## src/rtl/wb_pack.sv

```systemverilog
// wb_pack: write-back packer. It packs 4/8-bit feature-map items into 64-bit SRAM words and
// 6-bit guard maps into 48-bit SRAM words. Both accumulators are zero-padded on flush.
// Optional feature: define WB_PACK_STATS_EN to enable the saturating word counters.
module wb_pack #(
    parameter int unsigned FM_ADDR_W = 10,
    parameter int unsigned GD_ADDR_W = 8
) (
    input  logic                 clk,
    input  logic                 rst,
    input  logic                 ctrl_valid,
    output logic                 ctrl_ready,
    output logic                 ctrl_finish,
    input  logic [FM_ADDR_W-1:0] fm_base_i,
    input  logic [GD_ADDR_W-1:0] gd_base_i,
    input  logic [7:0]           data_i,
    input  logic                 data_i_valid,
    input  logic                 bit_mode_i,
    input  logic [5:0]           guard_i,
    input  logic                 guard_i_valid,
    input  logic                 flush_i,
    output logic                 fm_wr_en,
    output logic [FM_ADDR_W-1:0] fm_wr_addr,
    output logic [63:0]          fm_wr_data,
    output logic                 gd_wr_en,
    output logic [GD_ADDR_W-1:0] gd_wr_addr,
    output logic [47:0]          gd_wr_data,
    output logic                 overflow_o,
    output logic                 err_o,
    output logic [15:0]          fm_word_cnt_o,
    output logic [15:0]          gd_word_cnt_o
);

    localparam logic [1:0] StIdle  = 2'd0;
    localparam logic [1:0] StRun   = 2'd1;
    localparam logic [1:0] StFlush = 2'd2;
    localparam logic [1:0] StDone  = 2'd3;

    logic [1:0]           r_state,      w_state_next;
    logic [63:0]          r_fm_acc,     w_fm_acc_next;
    logic [3:0]           r_fm_ptr,     w_fm_ptr_next;
    logic [FM_ADDR_W-1:0] r_fm_addr,    w_fm_addr_next;
    logic [47:0]          r_gd_acc,     w_gd_acc_next;
    logic [2:0]           r_gd_cnt,     w_gd_cnt_next;
    logic [GD_ADDR_W-1:0] r_gd_addr,    w_gd_addr_next;
    logic                 r_fm_wr_en,   w_fm_wr_en_next;
    logic [FM_ADDR_W-1:0] r_fm_wr_addr, w_fm_wr_addr_next;
    logic [63:0]          r_fm_wr_data, w_fm_wr_data_next;
    logic                 r_gd_wr_en,   w_gd_wr_en_next;
    logic [GD_ADDR_W-1:0] r_gd_wr_addr, w_gd_wr_addr_next;
    logic [47:0]          r_gd_wr_data, w_gd_wr_data_next;
    logic                 r_ovf,        w_ovf_next;
    logic                 r_err,        w_err_next;

    // Packing results for the current beat, valid whenever a beat is present.
    logic [63:0] w_fm_pack;
    logic [4:0]  w_fm_sum;
    logic        w_fm_carry;
    logic [5:0]  w_nib_idx;
    logic [5:0]  w_odd_idx;
    logic [47:0] w_gd_pack;
    logic [5:0]  w_gd_idx;

    assign w_nib_idx = {r_fm_ptr, 2'b00};
    assign w_odd_idx = {r_fm_ptr + 4'd1, 2'b00};
    assign w_gd_idx  = {3'b000, r_gd_cnt} * 6'd6;

    // Place the incoming item into the FM accumulator. Untouched nibbles stay zero, so the
    // odd-pointer pad nibble needs no explicit write.
    always_comb begin
        w_fm_pack  = r_fm_acc;
        w_fm_sum   = {1'b0, r_fm_ptr};
        w_fm_carry = 1'b0;
        if (bit_mode_i) begin
            w_fm_pack[w_nib_idx +: 4] = data_i[3:0];
            w_fm_sum = {1'b0, r_fm_ptr} + 5'd1;
        end else if (!r_fm_ptr[0]) begin
            w_fm_pack[w_nib_idx +: 8] = data_i;
            w_fm_sum = {1'b0, r_fm_ptr} + 5'd2;
        end else if (r_fm_ptr == 4'd15) begin
            // Pad fills the last nibble; the byte spills into the next word.
            w_fm_sum   = 5'd18;
            w_fm_carry = 1'b1;
        end else begin
            w_fm_pack[w_odd_idx +: 8] = data_i;
            w_fm_sum = {1'b0, r_fm_ptr} + 5'd3;
        end
    end

    // Place the incoming guard map into the next free slot.
    always_comb begin
        w_gd_pack = r_gd_acc;
        w_gd_pack[w_gd_idx +: 6] = guard_i;
    end

    // FSM, accumulator and write-port next-state logic.
    always_comb begin
        w_state_next      = r_state;
        w_fm_acc_next     = r_fm_acc;
        w_fm_ptr_next     = r_fm_ptr;
        w_fm_addr_next    = r_fm_addr;
        w_gd_acc_next     = r_gd_acc;
        w_gd_cnt_next     = r_gd_cnt;
        w_gd_addr_next    = r_gd_addr;
        w_fm_wr_en_next   = 1'b0;
        w_fm_wr_addr_next = r_fm_wr_addr;
        w_fm_wr_data_next = r_fm_wr_data;
        w_gd_wr_en_next   = 1'b0;
        w_gd_wr_addr_next = r_gd_wr_addr;
        w_gd_wr_data_next = r_gd_wr_data;
        w_ovf_next        = r_ovf;
        w_err_next        = r_err;

        case (r_state)
            StIdle: begin
                if (ctrl_valid) begin
                    w_state_next   = StRun;
                    w_fm_addr_next = fm_base_i;
                    w_gd_addr_next = gd_base_i;
                    w_fm_acc_next  = '0;
                    w_fm_ptr_next  = '0;
                    w_gd_acc_next  = '0;
                    w_gd_cnt_next  = '0;
                    w_ovf_next     = 1'b0;
                    w_err_next     = 1'b0;
                end
            end
            StRun: begin
                if (data_i_valid) begin
                    if (w_fm_sum[4]) begin
                        w_fm_wr_en_next   = 1'b1;
                        w_fm_wr_addr_next = r_fm_addr;
                        w_fm_wr_data_next = w_fm_pack;
                        w_fm_addr_next    = r_fm_addr + 1'b1;
                        if (&r_fm_addr) w_ovf_next = 1'b1;
                        w_fm_acc_next = w_fm_carry ? {56'd0, data_i} : 64'd0;
                        w_fm_ptr_next = w_fm_carry ? 4'd2 : 4'd0;
                    end else begin
                        w_fm_acc_next = w_fm_pack;
                        w_fm_ptr_next = w_fm_sum[3:0];
                    end
                end
                if (guard_i_valid) begin
                    if (r_gd_cnt == 3'd7) begin
                        w_gd_wr_en_next   = 1'b1;
                        w_gd_wr_addr_next = r_gd_addr;
                        w_gd_wr_data_next = w_gd_pack;
                        w_gd_addr_next    = r_gd_addr + 1'b1;
                        if (&r_gd_addr) w_ovf_next = 1'b1;
                        w_gd_acc_next = '0;
                    end else begin
                        w_gd_acc_next = w_gd_pack;
                    end
                    w_gd_cnt_next = r_gd_cnt + 3'd1;
                end
                // The beat above is already packed when flush takes effect.
                if (flush_i) w_state_next = StFlush;
            end
            StFlush: begin
                if (r_fm_ptr != 4'd0) begin
                    w_fm_wr_en_next   = 1'b1;
                    w_fm_wr_addr_next = r_fm_addr;
                    w_fm_wr_data_next = r_fm_acc;
                    w_fm_addr_next    = r_fm_addr + 1'b1;
                    if (&r_fm_addr) w_ovf_next = 1'b1;
                end
                if (r_gd_cnt != 3'd0) begin
                    w_gd_wr_en_next   = 1'b1;
                    w_gd_wr_addr_next = r_gd_addr;
                    w_gd_wr_data_next = r_gd_acc;
                    w_gd_addr_next    = r_gd_addr + 1'b1;
                    if (&r_gd_addr) w_ovf_next = 1'b1;
                end
                w_fm_acc_next = '0;
                w_fm_ptr_next = '0;
                w_gd_acc_next = '0;
                w_gd_cnt_next = '0;
                w_state_next  = StDone;
            end
            default: begin
                w_state_next = StIdle;
            end
        endcase

        // Beats arriving outside RUN are dropped and flagged.
        if ((r_state != StRun) && (data_i_valid || guard_i_valid)) w_err_next = 1'b1;
    end

    // State registers; asynchronous reset kills any pending write.
    always_ff @(posedge clk or posedge rst) begin
        if (rst) begin
            r_state      <= StIdle;
            r_fm_acc     <= '0;
            r_fm_ptr     <= '0;
            r_fm_addr    <= '0;
            r_gd_acc     <= '0;
            r_gd_cnt     <= '0;
            r_gd_addr    <= '0;
            r_fm_wr_en   <= 1'b0;
            r_fm_wr_addr <= '0;
            r_fm_wr_data <= '0;
            r_gd_wr_en   <= 1'b0;
            r_gd_wr_addr <= '0;
            r_gd_wr_data <= '0;
            r_ovf        <= 1'b0;
            r_err        <= 1'b0;
        end else begin
            r_state      <= w_state_next;
            r_fm_acc     <= w_fm_acc_next;
            r_fm_ptr     <= w_fm_ptr_next;
            r_fm_addr    <= w_fm_addr_next;
            r_gd_acc     <= w_gd_acc_next;
            r_gd_cnt     <= w_gd_cnt_next;
            r_gd_addr    <= w_gd_addr_next;
            r_fm_wr_en   <= w_fm_wr_en_next;
            r_fm_wr_addr <= w_fm_wr_addr_next;
            r_fm_wr_data <= w_fm_wr_data_next;
            r_gd_wr_en   <= w_gd_wr_en_next;
            r_gd_wr_addr <= w_gd_wr_addr_next;
            r_gd_wr_data <= w_gd_wr_data_next;
            r_ovf        <= w_ovf_next;
            r_err        <= w_err_next;
        end
    end

    assign ctrl_ready  = (r_state == StIdle);
    assign ctrl_finish = (r_state == StDone);
    assign fm_wr_en    = r_fm_wr_en;
    assign fm_wr_addr  = r_fm_wr_addr;
    assign fm_wr_data  = r_fm_wr_data;
    assign gd_wr_en    = r_gd_wr_en;
    assign gd_wr_addr  = r_gd_wr_addr;
    assign gd_wr_data  = r_gd_wr_data;
    assign overflow_o  = r_ovf;
    assign err_o       = r_err;

`ifdef WB_PACK_STATS_EN
    logic [15:0] r_fm_words;
    logic [15:0] r_gd_words;

    // Saturating counts of words written since reset.
    always_ff @(posedge clk or posedge rst) begin
        if (rst) begin
            r_fm_words <= '0;
            r_gd_words <= '0;
        end else begin
            if (r_fm_wr_en && (r_fm_words != 16'hFFFF)) r_fm_words <= r_fm_words + 16'd1;
            if (r_gd_wr_en && (r_gd_words != 16'hFFFF)) r_gd_words <= r_gd_words + 16'd1;
        end
    end

    assign fm_word_cnt_o = r_fm_words;
    assign gd_word_cnt_o = r_gd_words;
`else
    assign fm_word_cnt_o = 16'd0;
    assign gd_word_cnt_o = 16'd0;
`endif

endmodule

```

## config.mk

```make
export PLATFORM = sky130hd
export DESIGN_NAME = wb_pack
export DESIGN_NICKNAME = d
export VERILOG_FILES = /design/src/rtl/wb_pack.sv
export SDC_FILE = /design/constraint.sdc
export NUM_CORES = 1
export LEC_CHECK = 0
export CORE_MARGIN = 2
export CORE_UTILIZATION = 52
export DETAILED_ROUTE_END_ITERATION = 8
export PLACE_DENSITY = 0.78
export SETUP_SLACK_MARGIN = 0.05
export SYNTH_ARGS = -nofsm -noshare
export SYNTH_HDL_FRONTEND = slang
export SYNTH_SLANG_ARGS = --single-unit
```

## constraint.sdc

```tcl
create_clock -name clk -period 9.29 [get_ports clk]
set_input_delay 1.858 -clock clk [delete_from_list [all_inputs] [get_ports clk]]
set_output_delay 1.858 -clock clk [all_outputs]
set_load 0.05 [all_outputs]
```

== Yosys cells after proc, flatten, opt, wreduce, memory -nomap -nowiden ==
Index checks and enable logic that the tools add are counted.
W data, S select, Z words.

* Bits in read-only memories: 0
* Memories: 0
* Latch bits: 0
* RAM bits: 0
* Register bits after elaboration: 273
* Output and inout bits: 168
* Bits of input ports: 39

* Div/mod/pow operators: 0
* Equal/unequal tests: 14
* Add/sub/neg operators: 10
* Multipliers: 1
* Mux-type cells: 80
* Magnitude comparators: 0
* Shift operators: 8
* Bitwise logic cells: 0
* Reductions and logical operators: 20

{| class="wikitable"
|+ Operators by type and width
! cell !! count
|-
| $mux W64 || 9
|-
| $mux W48 || 6
|-
| $bwmux W64 || 3
|-
| $pmux W64 S3 || 1
|-
| $pmux W48 S3 || 1
|-
| $pmux W64 S2 || 1
|-
| $shift A8 B8 Y64 const A || 2
|-
| $shiftx A8 B8 Y64 || 2
|-
| $pmux W48 S2 || 1
|-
| $mux W10 || 7
|-
| $mux W8 || 8
|-
| $shift A4 B8 Y64 const A || 1
|-
| $shiftx A4 B8 Y64 || 1
|-
| $bwmux W48 || 1
|-
| $shift A6 B8 Y48 const A || 1
|-
| $shiftx A6 B8 Y48 || 1
|-
| $pmux W10 S3 || 1
|-
| $neg A6 Y8 || 3
|-
| $pmux W8 S3 || 1
|-
| $mux W1 || 21
|-
| $pmux W10 S2 || 1
|-
| $ne A2 B2 Y1 const B || 8
|-
| $pmux W8 S2 || 1
|-
| $mux W5 || 3
|-
| other kinds (32) || 48
|}

== Logic depth before layout (Yosys ltp) ==
Gate-level depths: netlist of the first run.

* Depth in word-level cells: 10
* Depth in mapped cells: 13

== Worst setup path before layout of the first run ==
No wires, ideal clock.

* Path kind: input port to flip-flop
* Start: input bit_mode_i
* End: register r_fm_wr_data[19], in the netlist fm_wr_data[19]
* Path slack: 5.758 ns
* Path buffers: 4
* Setup time: 0.119 ns
* Arrival: 3.413 ns
* Stages: 9
* Cells stage by stage: clkbuf_1 -> a21oi_1 -> o21ai_1 -> o21ai_1 -> and3_1 -> buf_2 -> buf_2 -> clkbuf_1 -> o21a_1

* Word-level cells in the longest chain between the ends: 4

{| class="wikitable"
|+ RTL lines
! what !! RTL line !! source
|-
| start, declared || 17 || <nowiki>input logic bit_mode_i,</nowiki>
|-
| $mux W64 || 73 || <nowiki>if (bit_mode_i) begin</nowiki>
|-
| $mux W64 || 129 || <nowiki>if (w_fm_sum[4]) begin</nowiki>
|-
| $mux W64 || 128 || <nowiki>if (data_i_valid) begin</nowiki>
|-
| $pmux W64 S2 || 113 || <nowiki>case (r_state)</nowiki>
|-
| end signal, assigned || 216 || <nowiki>r_fm_wr_data <= w_fm_wr_data_next;</nowiki>
|-
| end, declared || 47 || <nowiki>logic [63:0] r_fm_wr_data, w_fm_wr_data_next;</nowiki>
|}

Several ways; a longest one is shown, not always the timed one. The select of a mux whose other input is x is not followed.
A chain may end at the register's enable or synchronous reset.

== Worst setup path in the final report of the first run ==
* Start: register r_gd_cnt[0]
* End: register r_gd_wr_data[31], in the netlist gd_wr_data[31]

* Word-level cells in the longest chain between the ends: 7

{| class="wikitable"
|+ RTL lines
! what !! RTL line !! source
|-
| start, declared || 43 || <nowiki>logic [2:0] r_gd_cnt, w_gd_cnt_next;</nowiki>
|-
| start signal, assigned || 212 || <nowiki>r_gd_cnt <= w_gd_cnt_next;</nowiki>
|-
| $mul A3 B2 Y5 || 65 || <nowiki>assign w_gd_idx = {3'b000, r_gd_cnt} * 6'd6;</nowiki>
|-
| $neg A6 Y8 || 92 || <nowiki>w_gd_pack[w_gd_idx +: 6] = guard_i;</nowiki>
|-
| $shiftx A6 B8 Y48 or $shift A6 B8 Y48 (tied branches) || 92 ||
|-
| $bwmux W48 || 92 ||
|-
| $mux W48 || 143 || <nowiki>if (r_gd_cnt == 3'd7) begin</nowiki>
|-
| $mux W48 || 142 || <nowiki>if (guard_i_valid) begin</nowiki>
|-
| $pmux W48 S2 || 113 ||
|-
| end signal, assigned || 219 || <nowiki>r_gd_wr_data <= w_gd_wr_data_next;</nowiki>
|-
| end, declared || 50 || <nowiki>logic [47:0] r_gd_wr_data, w_gd_wr_data_next;</nowiki>
|}

Several ways; a longest one is shown, not always the timed one. The select of a mux whose other input is x is not followed.

==> metrics.md, run 1 <==
| Metric | Value |
|---|---|
| Clk_skew | 25.8 ps |
| Top FF cell, synth | dfrtp_1 |
| Io pins | 207 |
| Asr flop ratio synth | 100% |
| CP startpoint kind | flip-flop |
| Peak Freq | 212 MHz |
| Hold WC Path Type | reg -> reg |
| Die H | 188 um |
| Root Buffer | clkbuf_16 |
| Final WL | 58100 um |
| DRC | 0 |
| Avg WL per Cell | 21.7 um |
| Gr usage total | 32.1% |
| TNS Setup | 0 ps |
| Fin crit period | 4710 ps |
| Initial antenna violation count | 0 |
| Largest net degree at the start of global routing | 79 |
| Mapped Cells | 2115 |
| Register area | 0.00683 mm2 |
| First-pass GRT wire length | 92300 um |
| CP max FO | 23 |
| Core region area | 0.0334 mm2 |
| Placed instance area | 0.0194 mm2 |
| Final hold slack | 477 ps |
| Max Cap Viol | 0 |
| Initial DRC count | 2357 |
| Buffers on Ports | 174 |
| FP Rows | 67 |
| Cts bufs inserted | 30 |
| Post-CTS Hold Buffers | 0 |
| Peak supply drop | 0.276 mV |
| Clock transition at path regs | 60 ps |
| Slew of the pin with the lowest slew margin | 1240 ps |
| Util after Layout | 61.2% |
| RSZ-0062 raised after global routing | false |
| Total grt overflow | 0 |
| Post-CTS setup buffers | 0 |
| Htree depth | 1 |
| Die width | 188 um |
| Most frequent cells in the layout | 341 x nand2_1, 272 x dfrtp_1, 181 x o21ai_0, 173 x clkdlybuf4s50_1, 136 x a21oi_1 |
| Power per cell area | 371 mW/mm2 |
| GP Congestion | 1.05 |
| # setup viols final | 0 |
| Drt first pass iters | 6 |
| Slew headroom | 17.3% |
| Endpoint class of the critical path | flip-flop |
| CP required | 9710 ps |
| DIE AREA | 0.0353 mm2 |
| Number of synthesized flops with an enable pin | 0 |
| Mapped Area | 0.0176 mm2 |
| Outcome | finished, final reports clean |
| Layout area overhead | 16.5% |
| FF+latch count, synth | 273 |
| Lkg Pwr | 8.44 nW |
| Commonest non-fill, non-tap cell in the layout | nand2_1 |
| Data arrival, critical path | 5140 ps |
| Share of layout cells above drive strength 1 | 6.29% |
| Vias/cell | 6.58 |
| Placed Cells | 2618 |
| Footprint of the multi-input gates | 0.00988 mm2 |
| Antenna-violating nets left | 0 |
| Ys Warns | 0 |
| Register area share after synthesis | 38.9% |
| Post-CTS sizing | 0 |
| Crit share post-route | 50.7% |
| Max Slew Vio Count | 0 |
| Layout net count | 2266 |
| HPWL Detailed | 39300 um |
| FILL cells | 2855 |
| Finished Layout Cells | 2675 |
| TritonCTS clock tree | done |
| Vias in the first global route | 16600 |
| Synth unique cells | 91 |
| Final hold viol count | 0 |
| Initial Util | 52.6% |
| Clock latency on the worst-skew pair | 580 ps |
| Critical path class | reg -> reg |
| Via count | 17600 |
| Sinks on Clock Net | 273 |
| Max Buffers Root-to-Sink | 3 |
| Fin area | 0.0205 mm2 |
| Avg Synthesized Cell Area | 8.31 um2 |
## sequential cells by signal, summed over array words and instances, names as in the netlist
signal / cells
fm_wr_data: 64
r_fm_acc: 64
gd_wr_data: 48
r_gd_acc: 48
fm_wr_addr: 10
r_fm_addr: 10
gd_wr_addr: 8
r_gd_addr: 8
r_fm_ptr: 4
r_gd_cnt: 3
r_state: 2
err_o: 1
fm_wr_en: 1
gd_wr_en: 1
overflow_o: 1
## cell families (layout without fill, tap and decap cells)
family          count (synthesis)  in the layout  share of synthesized area [%]
compound gates                744            744                           27.6
mux                            86             86                           5.00
fa+ha+maj                      25             25                           1.82
simple gates                  743            743                           19.7
other cells                     1             33                         0.0213
flops                         273            273                           38.9
xor+xnor                       19             19                           1.12
buf+inv                       224            304                           5.87
## where the power goes
group	internal [W]	total [W]	switching (W)
Combinational	0.00131	0.00461	0.00330
Clock	0.000735	0.00127	0.000539
Sequential	0.00148	0.00172	0.000241
## through the flow
stage | power [W] | worst slack, ps
floorplan | 0.00487 | 3820
global placement | 0.00610 | 4780
detailed placement | 0.00621 | 4700
CTS | 0.00749 | 4780
global route | 0.00800 | 4250
finish | 0.00760 | 4580
## per-layer routing
metal	global-route usage [%]	share of wire, %	vias to the layer above
met5	0	0	-
met4	11.1	3.7	0
met3	5.91	10	165
met2	48.4	43	1106
met1	46.5	43	8472
li1	-	-	7871
## worst max-delay path: stages (launching register included)
cell and delay (ps):
dfrtp_1 900, ha_1 430, inv_1 100, fa_1 630, nand2_1 240, nor3_1 790, or2_1 240, o21ai_0 90
a21oi_1 870, or4_1 220, a31oi_1 70
## Yosys cell counts (all sizes together), types with 7 or more instances
master | instances | area share [%]
o22a | 7 | 0.35
nand2 | 341 | 7.3
o22ai | 28 | 1.0
a311oi | 12 | 0.60
a31o | 8 | 0.40
clkbuf | 100 | 2.1
o311ai | 23 | 1.1
and3 | 34 | 1.2
a2bb2oi | 8 | 0.40
a32oi | 8 | 0.40
o31ai | 13 | 0.56
nor3 | 37 | 1.1
nand3 | 78 | 2.2
nand2b | 26 | 0.94
o21a | 25 | 1.1
a32o | 13 | 0.74
and2 | 24 | 0.85
a21oi | 138 | 4.0
dfrtp | 273 | 39
a221oi | 8 | 0.51
mux2i | 72 | 4.1
a21o | 25 | 1.1
nor2b | 11 | 0.43
a31oi | 26 | 0.93
inv | 38 | 0.81
nand3b | 7 | 0.30
mux2 | 14 | 0.90
or3 | 27 | 0.96
a221o | 10 | 0.57
o21ai | 251 | 7.2
o32ai | 8 | 0.40
ha | 24 | 1.7
a22oi | 17 | 0.73
nand4 | 12 | 0.43
o211ai | 24 | 1.0
a21boi | 8 | 0.34
xnor2 | 14 | 0.78
o221ai | 23 | 1.1
o2bb2ai | 16 | 0.80
or2 | 9 | 0.32
buf | 85 | 2.9
a22o | 14 | 0.70
nor2 | 113 | 2.4
## path summary, 6_finish.rpt
check	cells past startpoint	to	slack (ps)	start
max in group asynchronous	4	fm_wr_data[62]	5870	rst
min reg2reg	2	gd_wr_addr[2]	480	gd_wr_addr[2]
min in group asynchronous	3	gd_wr_data[6]	1930	rst
min	2	gd_wr_addr[2]	480	gd_wr_addr[2]
max	10	gd_wr_data[31]	4580	r_gd_cnt[0]
max reg2reg	10	gd_wr_data[31]	4580	r_gd_cnt[0]
## area by class of cell
class | count | area share [%]
sequential | 273 | 33.4
antenna | 1 | 0.0122
tap | 448 | 2.74
inverter | 39 | 0.733
timing repair buffer | 209 | 9.77
clock inverter | 21 | 1.23
multi-input combinational | 1649 | 48.2
clock buffer | 35 | 3.91
Note: power is estimated with default switching activity, not from simulation.
==> run 2, diff against run 1 <==
Clock period 9.29 ns to 4.2 ns, I/O delays scaled along.
==> run 2 against run 1 <==
- sequential share of layout area is 0.68 points lower
- highest routed layer unchanged
- sequential power grew 120%
- critical path depth unchanged
- combinational power is 130% higher
==> metrics.md, run 2 (synthesis gave the netlist of run 1 again) <==
| Metric | Value |
|---|---|
| Htree depth | 1 (unchanged) |
| Total grt overflow | 0 (unchanged) |
| Final Worst Setup Slack | 542 ps (-4040 ps) |
| Drt first pass iters | 7 (+1) |
| CP startpoint kind | flip-flop |
| Final hold viol count | 0 (unchanged) |
| Cts bufs inserted | 30 (unchanged) |
| Data arrival, critical path | 4130 ps (-1010 ps) |
| Sinks on Clock Net | 273 (unchanged) |
| Clock latency on the worst-skew pair | 590 ps (about the same) |
| Largest net degree at the start of global routing | 95 (+20%) |
| Critical path class | reg -> reg |
| Buffers on Ports | 174 (unchanged) |
| Endpoint class of the critical path | flip-flop |
| TritonCTS clock tree | done |
| FILL cells | 2842 (-0.46%) |
| Post-CTS setup buffers | 0 (unchanged) |
| HPWL Detailed | 42900 um (+9.1%) |
| Layout area overhead | 18.9% |
| Crit share post-route | 87.1% (+36 points) |
| Clock transition at path regs | 60 ps (about the same) |
| Max Cap Viol | 0 (unchanged) |
| Vias/cell | 6.56 (-0.38%) |
| Hold WC Path Type | reg -> reg |
| Most frequent cells in the layout | 341 x nand2_1, 272 x dfrtp_1, 181 x o21ai_0, 173 x clkdlybuf4s50_1, 136 x a21oi_1 |
| Vias in the first global route | 17000 (+2.4%) |
| Critical path's slowest cell | fa_1 |
| Crit-path leading delay family | adder cells |
| Avg WL per Cell | 22.3 um (+2.7%) |
| Slew headroom | 14.1% (-3.2 points) |
| Die H | 188 um (unchanged) |
| Fin crit period | 3660 ps (-1050 ps) |
| Final WL | 60900 um (+4.7%) |
| Peak supply drop | 0.561 mV (+100%) |
| Initial antenna violation count | 1 (+1) |
| Share of layout cells above drive strength 1 | 8.38% (+2.1 points) |
| CP required | 4670 ps (-5040 ps) |
| GP Congestion | 1.01 (-4.0%) |
| RSZ-0062 raised after global routing | false |
| First-pass GRT wire length | 96200 um (+4.3%) |
| DIE AREA | 0.0353 mm2 (unchanged) |
| Peak Freq | 273 MHz (+29%) |
| Root Buffer | clkbuf_16 |
| Gr usage total | 33.9% (+1.8 points) |
| CP max FO | 11 (-52%) |
| Core region area | 0.0334 mm2 (unchanged) |
| Reg2Reg Setup Slack | 540 ps (-4040 ps) |
| Final Total Pwr | 0.0171 W (+120%) |
| Max Slew Vio Count | 0 (unchanged) |
| # setup viols final | 0 (unchanged) |
| Initial Util | 52.6% (unchanged) |
| Clk_skew | 9.01 ps (-16.8 ps) |
| Slowest Stage Delay on Critical Path | 640 ps (-260 ps) |
| FP Rows | 67 (unchanged) |
| DRC | 0 (unchanged) |
| Slew of the pin with the lowest slew margin | 1280 ps (+39.2 ps) |
| Post-CTS Hold Buffers | 0 (unchanged) |
| Antenna-violating nets left | 0 (unchanged) |
| Crit path cell chain | ha_1 -> inv_1 -> fa_1 -> inv_1 -> ha_1 -> nor3_1 -> and2_0 -> or2_2 -> a21oi_1 -> a221o_1 |
| Util after Layout | 62.5% (+1.3 points) |
| Outcome | finished, final reports clean |
| Pre-CTS setup slack | 618 ps (-4080 ps) |
| Die width | 188 um (unchanged) |
| Layout net count | 2321 (+2.4%) |
| Power per cell area | 818 mW/mm2 (+120%) |
| Initial DRC count | 2246 (-4.7%) |
| Commonest non-fill, non-tap cell in the layout | nand2_1 |
| Max Buffers Root-to-Sink | 3 (unchanged) |
| Via count | 17900 (+1.6%) |
| Io pins | 207 (unchanged) |
| Crit path buf inv count | 2 (+1) |
| Post-CTS sizing | 0 (unchanged) |
| Lkg Pwr | 8.72 nW (+3.4%) |
==> run 2: cell types whose count changed in the layout (fill, tap and decap cells not counted), moves of 2 or more <==
cell        previous run  this run
buf_4                 35        85
clkinvlp_4             6         2
inv_6                  3         0
clkinv_2               5         9
clkbuf_8               3         7
buf_12                 0         5
bufinv_16              4         2
==> run 2: path summary, 6_finish.rpt <==
| kind | from | endpoint | cells after the start |
|---|---|---|---|
| min in group asynchronous | rst | gd_wr_addr[4] | 2 |
| worst max-delay path | r_gd_cnt[1] | gd_wr_data[4] | 10 |
| worst min register to register | gd_wr_addr[2] | gd_wr_addr[2] | 2 |
| worst min-delay path | gd_wr_addr[2] | gd_wr_addr[2] | 2 |
| max in group asynchronous | rst | r_gd_acc[3] | 3 |
| worst max register to register | r_gd_cnt[1] | gd_wr_data[4] | 10 |
==> run 2: routing by layer <==
layer	vias up	routed length [um]	GRT usage [%]
met1	8682	26600	50.0
met4	0	2090	11.8
met3	166	6120	5.73
met2	1061	26100	50.3
met5	-	0	0
li1	7985	-	-
==> run 2: layout make-up <==
type / count / area [um2] / area share (%)
flip-flops and latches: 273 / 6830 / 32.7
clock buffers: 38 / 851 / 4.07
repair buffers: 264 / 2470 / 11.8
well taps: 448 / 561 / 2.68
diodes: 2 / 5.00 / 0.0239
clock inverters: 15 / 160 / 0.766
inverters: 39 / 150 / 0.718
multi-input cells: 1649 / 9870 / 47.2
==> run 2: worst min-delay path, cell delays in order, from the launching register on <==
cell and delay, ps:
dfrtp_1 340, nand2_1 50, nand2_1 50
==> run 2: where the power goes <==
group	leakage (nW)	internal, W	switching (W)
Combinational	4.59	0.00319	0.00744
Sequential	3.63	0.00327	0.000475
Clock	0.504	0.00155	0.00116
==> run 2: metrics by stage <==
step	instances	TNS, ps	cell area [um2]	hold slack (ps)
global route	2727	0	20900	502
floorplan	2146	-68090	17700	442
global placement	2673	0	19900	454
finish	2728	0	20900	472
CTS	2726	0	20900	477
detailed placement	2673	0	19900	462
